[config.mk]
export PLATFORM = sky130hd
export DESIGN_NAME = mul_share_ctrl_flat
export DESIGN_NICKNAME = d
export VERILOG_FILES = /design/src/rtl/mul_share_ctrl_pkg.sv /design/src/rtl/mul_share_ctrl_if.sv /design/src/rtl/mul_share_ctrl_rr_pick.sv /design/src/rtl/mul_share_ctrl.sv /design/src/flat_wrapper.sv
export SDC_FILE = /design/constraint.sdc
export NUM_CORES = 1
export LEC_CHECK = 0
export ABC_AREA = 1
export BUFFER_PORTS_ARGS = -buffer_cell sky130_fd_sc_hd__buf_2
export CORE_AREA = 2 2 128 130
export CTS_CLUSTER_SIZE = 28
export DETAILED_ROUTE_END_ITERATION = 16
export DIE_AREA = 0 0 130 132
export PLACE_DENSITY = 0.78
export SKIP_LAST_GASP = 1
export SYNTH_ARGS = -nofsm -noshare
export SYNTH_HDL_FRONTEND = slang
export SYNTH_SLANG_ARGS = --single-unit
[constraint.sdc]
create_clock -name clk -period 1.1 [get_ports clk]
set_input_delay 0.11 -clock clk [delete_from_list [all_inputs] [get_ports clk]]
set_output_delay 0.11 -clock clk [all_outputs]
set_load 0.005 [all_outputs]
[src/rtl/mul_share_ctrl_pkg.sv]
// Shared types for the FPU multiplier-sharing controller.
// Also used by other FPU resource arbiters.
package fpu_mul_pkg;

    localparam int MUL_W = 32;

    typedef enum logic [1:0] {
        MS_IDLE,
        MS_BUSY,
        MS_RESP
    } mul_state_t;

    function automatic int idx_w(input int n);
        return (n > 1) ? $clog2(n) : 1;
    endfunction

endpackage

[src/rtl/mul_share_ctrl_if.sv]
// Requester-side handshake bundle of the shared multiplier.
// master = requesters, slave = controller.
interface mul_share_ctrl_if
    import fpu_mul_pkg::*;
#(
    parameter int WIDTH = MUL_W,
    parameter int N_REQ = 2
);

    logic [N_REQ-1:0]       req_valid;
    logic [N_REQ-1:0]       req_ready;
    logic [N_REQ*WIDTH-1:0] req_a;
    logic [N_REQ*WIDTH-1:0] req_b;
    logic [N_REQ-1:0]       rsp_valid;
    logic [N_REQ-1:0]       rsp_ready;
    logic [2*WIDTH-1:0]     rsp_y;

    modport master (
        output req_valid, req_a, req_b, rsp_ready,
        input  req_ready, rsp_valid, rsp_y
    );

    modport slave (
        input  req_valid, req_a, req_b, rsp_ready,
        output req_ready, rsp_valid, rsp_y
    );

endinterface

[src/rtl/mul_share_ctrl_rr_pick.sv]
// Combinational round-robin picker: first requester after `last`.
// Shared by FPU resource arbiters.
module rr_pick
    import fpu_mul_pkg::*;
#(
    parameter int N = 2,
    localparam int IW = idx_w(N)
) (
    input  logic [N-1:0]  req,
    input  logic [IW-1:0] last,
    output logic [IW-1:0] grant,
    output logic          any_req
);

    function automatic logic [IW-1:0] wrap(input int v);
        return IW'(v % N);
    endfunction

    always_comb begin
        grant   = '0;
        any_req = 1'b0;
        for (int k = 1; k <= N; k++) begin
            if (!any_req && req[wrap(int'(last) + k)]) begin
                grant   = wrap(int'(last) + k);
                any_req = 1'b1;
            end
        end
    end

endmodule

[src/rtl/mul_share_ctrl.sv]
// Time-shares one external combinational MUL between N_REQ
// requesters; operands are held MUL_CYCLES cycles before sampling.
module mul_share_ctrl
    import fpu_mul_pkg::*;
#(
    parameter int WIDTH      = MUL_W,
    parameter int N_REQ      = 2,
    parameter int MUL_CYCLES = 1
) (
    input  logic               clk,
    input  logic               rst_n,
    mul_share_ctrl_if.slave    bus,
    output logic [WIDTH-1:0]   mul_a,
    output logic [WIDTH-1:0]   mul_b,
    input  logic [2*WIDTH-1:0] mul_y,
    output logic               busy
);

    localparam int IW = idx_w(N_REQ);
    localparam int CW = idx_w(MUL_CYCLES);

    mul_state_t         state_q, state_d;
    logic [WIDTH-1:0]   op_a_q, op_a_d;
    logic [WIDTH-1:0]   op_b_q, op_b_d;
    logic [2*WIDTH-1:0] res_q, res_d;
    logic [IW-1:0]      owner_q, owner_d;
    logic [IW-1:0]      last_q, last_d;
    logic [CW-1:0]      cnt_q, cnt_d;
    logic [IW-1:0]      grant;
    logic               any_req;

    rr_pick #(.N(N_REQ)) u_pick (
        .req     (bus.req_valid),
        .last    (last_q),
        .grant   (grant),
        .any_req (any_req)
    );

    always_comb begin
        state_d       = state_q;
        op_a_d        = op_a_q;
        op_b_d        = op_b_q;
        res_d         = res_q;
        owner_d       = owner_q;
        last_d        = last_q;
        cnt_d         = cnt_q;
        bus.req_ready = '0;
        bus.rsp_valid = '0;
        unique case (state_q)
            MS_IDLE: begin
                if (any_req) begin
                    bus.req_ready[grant] = 1'b1;
                    for (int i = 0; i < N_REQ; i++) begin
                        if (grant == IW'(i)) begin
                            op_a_d = bus.req_a[i*WIDTH +: WIDTH];
                            op_b_d = bus.req_b[i*WIDTH +: WIDTH];
                        end
                    end
                    owner_d = grant;
                    cnt_d   = CW'(MUL_CYCLES - 1);
                    state_d = MS_BUSY;
                end
            end
            MS_BUSY: begin
                // Product sampled once operands have settled long enough
                if (cnt_q == '0) begin
                    res_d   = mul_y;
                    state_d = MS_RESP;
                end else begin
                    cnt_d = cnt_q - CW'(1);
                end
            end
            MS_RESP: begin
                bus.rsp_valid[owner_q] = 1'b1;
                if (bus.rsp_ready[owner_q]) begin
                    last_d  = owner_q;
                    state_d = MS_IDLE;
                end
            end
            default: state_d = MS_IDLE;
        endcase
    end

    always_ff @(posedge clk or negedge rst_n) begin
        if (!rst_n) begin
            state_q <= MS_IDLE;
            op_a_q  <= '0;
            op_b_q  <= '0;
            res_q   <= '0;
            owner_q <= '0;
            last_q  <= IW'(N_REQ - 1);
            cnt_q   <= '0;
        end else begin
            state_q <= state_d;
            op_a_q  <= op_a_d;
            op_b_q  <= op_b_d;
            res_q   <= res_d;
            owner_q <= owner_d;
            last_q  <= last_d;
            cnt_q   <= cnt_d;
        end
    end

    assign mul_a     = op_a_q;
    assign mul_b     = op_b_q;
    assign bus.rsp_y = res_q;
    assign busy      = (state_q != MS_IDLE);

endmodule

[src/flat_wrapper.sv]
// flat-port wrapper written by rule: the top's interface ports become plain ports
module mul_share_ctrl_flat import fpu_mul_pkg::*;
#(
    parameter int WIDTH      = MUL_W,
    parameter int N_REQ      = 2,
    parameter int MUL_CYCLES = 1
)
  (clk, rst_n, mul_a, mul_b, mul_y, busy, bus_req_valid, bus_req_a, bus_req_b, bus_rsp_ready, bus_req_ready, bus_rsp_valid, bus_rsp_y);
  mul_share_ctrl_if #(.WIDTH(WIDTH), .N_REQ(N_REQ)) bus_i ();
  input  logic clk;
  input  logic rst_n;
  output logic [WIDTH-1:0] mul_a;
  output logic [WIDTH-1:0] mul_b;
  input  logic [2*WIDTH-1:0] mul_y;
  output logic busy;
  input wire logic [$bits(bus_i.req_valid)-1:0] bus_req_valid;
  input wire logic [$bits(bus_i.req_a)-1:0] bus_req_a;
  input wire logic [$bits(bus_i.req_b)-1:0] bus_req_b;
  input wire logic [$bits(bus_i.rsp_ready)-1:0] bus_rsp_ready;
  output wire logic [$bits(bus_i.req_ready)-1:0] bus_req_ready;
  output wire logic [$bits(bus_i.rsp_valid)-1:0] bus_rsp_valid;
  output wire logic [$bits(bus_i.rsp_y)-1:0] bus_rsp_y;
  assign bus_i.req_valid = bus_req_valid;
  assign bus_i.req_a = bus_req_a;
  assign bus_i.req_b = bus_req_b;
  assign bus_i.rsp_ready = bus_rsp_ready;
  assign bus_req_ready = bus_i.req_ready;
  assign bus_rsp_valid = bus_i.rsp_valid;
  assign bus_rsp_y = bus_i.rsp_y;
  mul_share_ctrl #(.WIDTH(WIDTH), .N_REQ(N_REQ), .MUL_CYCLES(MUL_CYCLES)) u_core (.clk(clk), .rst_n(rst_n), .bus(bus_i), .mul_a(mul_a), .mul_b(mul_b), .mul_y(mul_y), .busy(busy));
endmodule
Word-level counts from Yosys, hierarchy flattened. Index checks and enable logic that the tools add are counted.

Input bits: 198. Bits in latches: 0. Output and inout port bits: 133. Bits in writable memories: 0. ROM bits: 0. Memories kept: 0. Logic and storage cells: 60. Register bits: 133.

Add/sub/neg operators: 3. Equality and inequality tests: 5. Magnitude comparators: 6. Bitwise logic cells: 1. Div/mod/pow operators: 0. Mux-type cells: 26. Reduce and logical (&&, ||, !) cells: 12. Shift operators: 0. $mul: 0.

Operators by type and width (count): $mux 32 (2); $mux 1 (14); $mux 2 (6); $lt 1x2->1 const B (4); $reduce_and 2->1 (4); $pmux 2 s3 (1); $ne 2x1->1 const B (2); $reduce_bool 2->1 (2); $logic_and 1x1->1 (3); $reduce_and 3->1 (1); $add 1x1->1 const B (2); $demux 1 s1 (2); $eq 2x1->1 const B (1); $eq 2x2->1 const B (1); $ge 1x1->1 const B (2); $logic_not 2->1 (1); $ne 2x2->1 const B (1); $pmux 1 s2 (1); $logic_not 1->1 (1); $not 1->1 (1); $sub 1x1->1 const B (1).

Logic depth before layout (Yosys ltp).
Word-level depth: 13. Mapped depth: 8. Depth with buffers taken out: 6.

By module. From an unflattened synthesis, not the netlist that was laid out.

Cell total of the unflattened synthesis: 785. Area total of the unflattened synthesis: 6023.3 µm².

Modules (own cells, without submodules): mul_share_ctrl (area an instance 6008.3 µm², times used 1, seq. area each 3304.4 µm², cells each 782); rr_pick (area an instance 15.0 µm², times used 1, seq. area each 0.0 µm², cells each 3).

Worst setup path after synthesis. No wires, ideal clock.

Path type: register -> register. From: register u_core.last_q. To: register u_core.op_a_q[12] (netlist: u_core.mul_a[12]). Required time: 1.035 ns. Buffers on the path: 2. Library setup time: 0.065 ns. Period minus slack after synthesis: 1.236 ns. Cell stages (with the launch flop): 9. Path slack: -0.136 ns. Arrival: 1.171 ns. Cell sequence: dfstp_2 > nand2_1 > nand2_1 > buf_2 > buf_2 > nand2_1 > nand2_1 > nand2_1 > nand2_1.

Cells in the longest elaborated chain, start to end: 8. Elaborated cells between the ends (all ways): 14. Classes of those cells: add/sub (2); mux (9); reduce/logical (3).

Ends and longest elaborated chain: start: declaration (line mul_share_ctrl.sv:27) `logic [IW-1:0] last_q, last_d;`; start signal: assignment (line mul_share_ctrl.sv:91) `last_q <= IW'(N_REQ - 1);`; start signal: assignment (line mul_share_ctrl.sv:99) `last_q <= last_d;`; $add 1x1->1 (line mul_share_ctrl_rr_pick.sv:23, mul_share_ctrl_rr_pick.sv:24); $mux 1 (not written as such) (2 in a row) (line mul_share_ctrl_rr_pick.sv:23) `if (!any_req && req[wrap(int'(last) + k)]) begin`; $mux 1 (line mul_share_ctrl_rr_pick.sv:23); $logic_not 1->1 (line mul_share_ctrl_rr_pick.sv:23); $logic_and 1x1->1 (line mul_share_ctrl_rr_pick.sv:23); $mux 1 (line mul_share_ctrl_rr_pick.sv:23); $mux 32 or $reduce_and 2->1 (tied branches); end signal: assignment (line mul_share_ctrl.sv:95) `op_a_q <= op_a_d;`; end: declaration (line mul_share_ctrl.sv:23) `logic [WIDTH-1:0] op_a_q, op_a_d;`.

Several ways; a longest one is shown, not always the timed one. The select of a mux whose other input is x is not followed. A chain may end at the register's enable or synchronous reset.

Worst setup path after layout.
From: register u_core.state_q[0]. To: output bus_rsp_valid[0].

Cells in the longest elaborated chain, start to end: 2.

Ends and longest elaborated chain: start: declaration (line mul_share_ctrl.sv:22) `mul_state_t state_q, state_d;`; start signal: assignment (line mul_share_ctrl.sv:94) `state_q <= state_d;`; $eq 2x2->1 (line mul_share_ctrl.sv:49) `unique case (state_q)`; $mux 2 (line mul_share_ctrl.sv:49); end: declaration (line flat_wrapper.sv:21) `output wire logic [$bits(bus_i.rsp_valid)-1:0] bus_rsp_valid;`.

Every way passes these cells.

==> impl_metrics.json <==
{
  "gr-total-overflow": 0,
  "drtIter0Drc": 696,
  "ir_drop_mv": 1.61,
  "yosysTopAreaCellShare": 0.545,
  "dp_hpwl_mm": 13.5,
  "arrival_ns": 1.42,
  "routed_wl_mm": 31.4,
  "fin_nets": 1495,
  "cts_tree": "built",
  "max_freq_ghz": 0.652,
  "place.gp.congestion": 0.924,
  "ys_seq_elements": 132,
  "power.leakage_nw": 6.48,
  "synth-seq-area-share": 0.550,
  "grt_max_degree": 66,
  "max_cap_violations": 0,
  "htreeDepth": 4,
  "relSlewSlack": 0.796,
  "grt_usage": 0.321,
  "holdCritPathClass": "in -> reg",
  "p_per_area_nw_per_um2": 2820,
  "cp-start-kind": "flop",
  "grt_pass1_wl_mm": 42.0,
  "cp_num_buf_inv": 3,
  "drive_above_1_share": 0.472,
  "worstPathRequired_ns": 0.99,
  "viasPerCell": 5.35,
  "fp.dieH_um": 132,
  "critPathKind": "reg -> out",
  "io_buffers": 330,
  "yosysWarnings": 0,
  "rsz0062_at_grt": "true",
  "core-area_um2": 15700,
  "crit_path_max_incr_delay_ns": 0.42,
  "synth_cell_types": 16,
  "finalCritPeriodShare": 1.40,
  "syn_inst": 789,
  "setup_ws_ns": -0.435,
  "syn-cell-area_um2": 6010,
  "rows": 46,
  "netlist_top_cells_area": "dfrtp_1, nand2_1, nand3_1",
  "die_w_um": 130,
  "first_pass_iters": 6,
  "syn_area_per_cell_um2": 7.62,
  "vias": 8174,
  "fin_util": 0.754,
  "dieArea_um2": 17200,
  "path_clk_slew_ns": 0.06,
  "crit_path_max_fanout": 3,
  "cts_root_buf": "clkbuf_16",
  "ioPinCount": 331,
  "clock_sinks": 132,
  "clk_latency_ns": 0.42,
  "hold_ws_ns": -0.00668,
  "crit_path_top_delay_cell": "dfrtp_2",
  "finalHoldViolations": 1,
  "critPathCaptureType": "output port",
  "setup_viol": 150,
  "syn-num-nets": 987,
  "critPathTopFamily": "flip-flops",
  "status": "finished with violations",
  "grt_pass1_vias": 8161,
  "final_cell_mix": "nand2_1, buf_2, dfrtp_1",
  "ant_nets": 0,
  "violations": "hold timing, setup timing",
  "final_common_cell": "nand2_1",
  "cts.path.max_buffers": 2,
  "drc_errors": 0,
  "syn_to_final_growth_pct": 97.1,
  "fin_worst_skew_ns": 0.00888,
  "initial_core_util": 0.383,
  "worstPathCellList": "buf_6 -> nor2_4 -> inv_2 -> nor2_1 -> buf_2",
  "maxSlewViolCount": 0,
  "avgRoutedWirePerCell_um": 20.5,
  "grt_antenna_before_repair": 2,
  "finalCriticalPeriod_ns": 1.53,
  "netlist.top_cell.by_area": "dfrtp_1",
  "cts_inserted_buffers": 17,
  "worst_slew_pin_slew_ns": 0.305
}
through the flow:
step | setup WS, ns | setup TNS [ns] | total power, mW | cells | area, µm²
2_1_floorplan | -0.0557 | -3.12 | 13.9 | 789 | 6130
3_5_place_dp | -0.214 | -13.27 | 18.6 | 1310 | 8060
3_3_place_gp | -0.182 | -10.18 | 18.3 | 1310 | 8060
5_1_grt | -0.478 | -43.58 | 34.8 | 1528 | 11800
4_1_cts | -0.410 | -35.94 | 29.5 | 1511 | 11100
6_report | -0.435 | -36.89 | 33.4 | 1528 | 11800
cell usage after synthesis:
library cell,instances
nor2_1,5
nand2_1,458
buf_1,4
o21ai_0,1
nor2_2,1
inv_1,3
nand2_2,1
buf_2,37
buf_4,6
clkbuf_1,9
nand3_1,128
dfrtp_1,131
o21bai_1,1
inv_2,2
dfstp_2,1
a21oi_1,1
worst reg2reg max path, cell delays in order, from the launching register on:
cell and delay [ns]:
dfrtp_1 0.37, inv_2 0.10, buf_6 0.12, buf_6 0.09
buf_8 0.10, nand2_8 0.09, buf_12 0.17, buf_16 0.16
nand2_2 0.07, nand2_1 0.08
final timing paths:
kind | from | endpoint | slack [ns] | cells after the start
max | u_core.state_q[0]$_DFFE_PN0P_ | bus_rsp_valid[0] | -0.43 | 5
min | bus_req_a[24] | u_core.mul_a[24]$_DFFE_PN0P_ | -0.007 | 5
max reg2reg | u_core.state_q[1]$_DFFE_PN0P_ | u_core.bus.rsp_y[39]$_DFFE_PN0N_ | -0.37 | 9
min reg2reg | u_core.mul_a[22]$_DFFE_PN0P_ | u_core.mul_a[22]$_DFFE_PN0P_ | 0.46 | 2
max in group asynchronous | rst_n | u_core.last_q$_DFFE_PN1P_ | 0.46 | 3
min in group asynchronous | rst_n | u_core.mul_a[29]$_DFFE_PN0P_ | 0.10 | 2
cells by family (layout without fill, tap and decap cells):
| group | Yosys count | after routing | share of synthesized area |
|---|---|---|---|
| other cells | 0 | 3 | 0 |
| compound gates | 3 | 3 | 0.00291 |
| simple gates | 593 | 594 | 0.398 |
| buf+inv | 61 | 580 | 0.0495 |
| flops | 132 | 132 | 0.550 |
cell type report:
class	count	area [µm²]
clock buffers	20	467
well taps	216	270
clock inverters	11	128
fillers	994	3860
multi-input cells	597	3200
flip-flops and latches	132	3310
inverters	5	21.3
diodes	3	7.51
repair buffers	544	4450
registers in the layout, summed over array words and instances, names as in the netlist:
signal and cells:
u_core.bus.rsp_y 64, u_core.last_q 1, u_core.mul_a 32, u_core.mul_b 32, u_core.owner_q 1, u_core.state_q 2
power by group:
| group | switching, mW | internal (mW) | leakage [nW] |
|---|---|---|---|
| Combinational | 9.71 | 8.90 | 4.57 |
| Clock | 2.20 | 3.51 | 0.273 |
| Sequential | 1.87 | 7.26 | 1.63 |
routing by layer:
| metal | wire [µm] | track usage | up-vias |
|---|---|---|---|
| met4 | 2250 | 0.205 | 0 |
| met3 | 2770 | 0.0763 | 214 |
| met5 | 0 | 0 | - |
| li1 | - | - | 3516 |
| met2 | 15600 | 0.536 | 646 |
| met1 | 10800 | 0.366 | 3798 |
repair_timing:
action | CTS | global route
buffers inserted | 23 | 22
hold buffers | 121 | 0
gates cloned | 27 | 5
pin swaps | 21 | 41
endpoints found under the setup margin | 127 | 147
hold endpoints to repair | 247 | 0
resized for setup | 97 | 186
No activity file was read; power rests on OpenSTA's default activity.
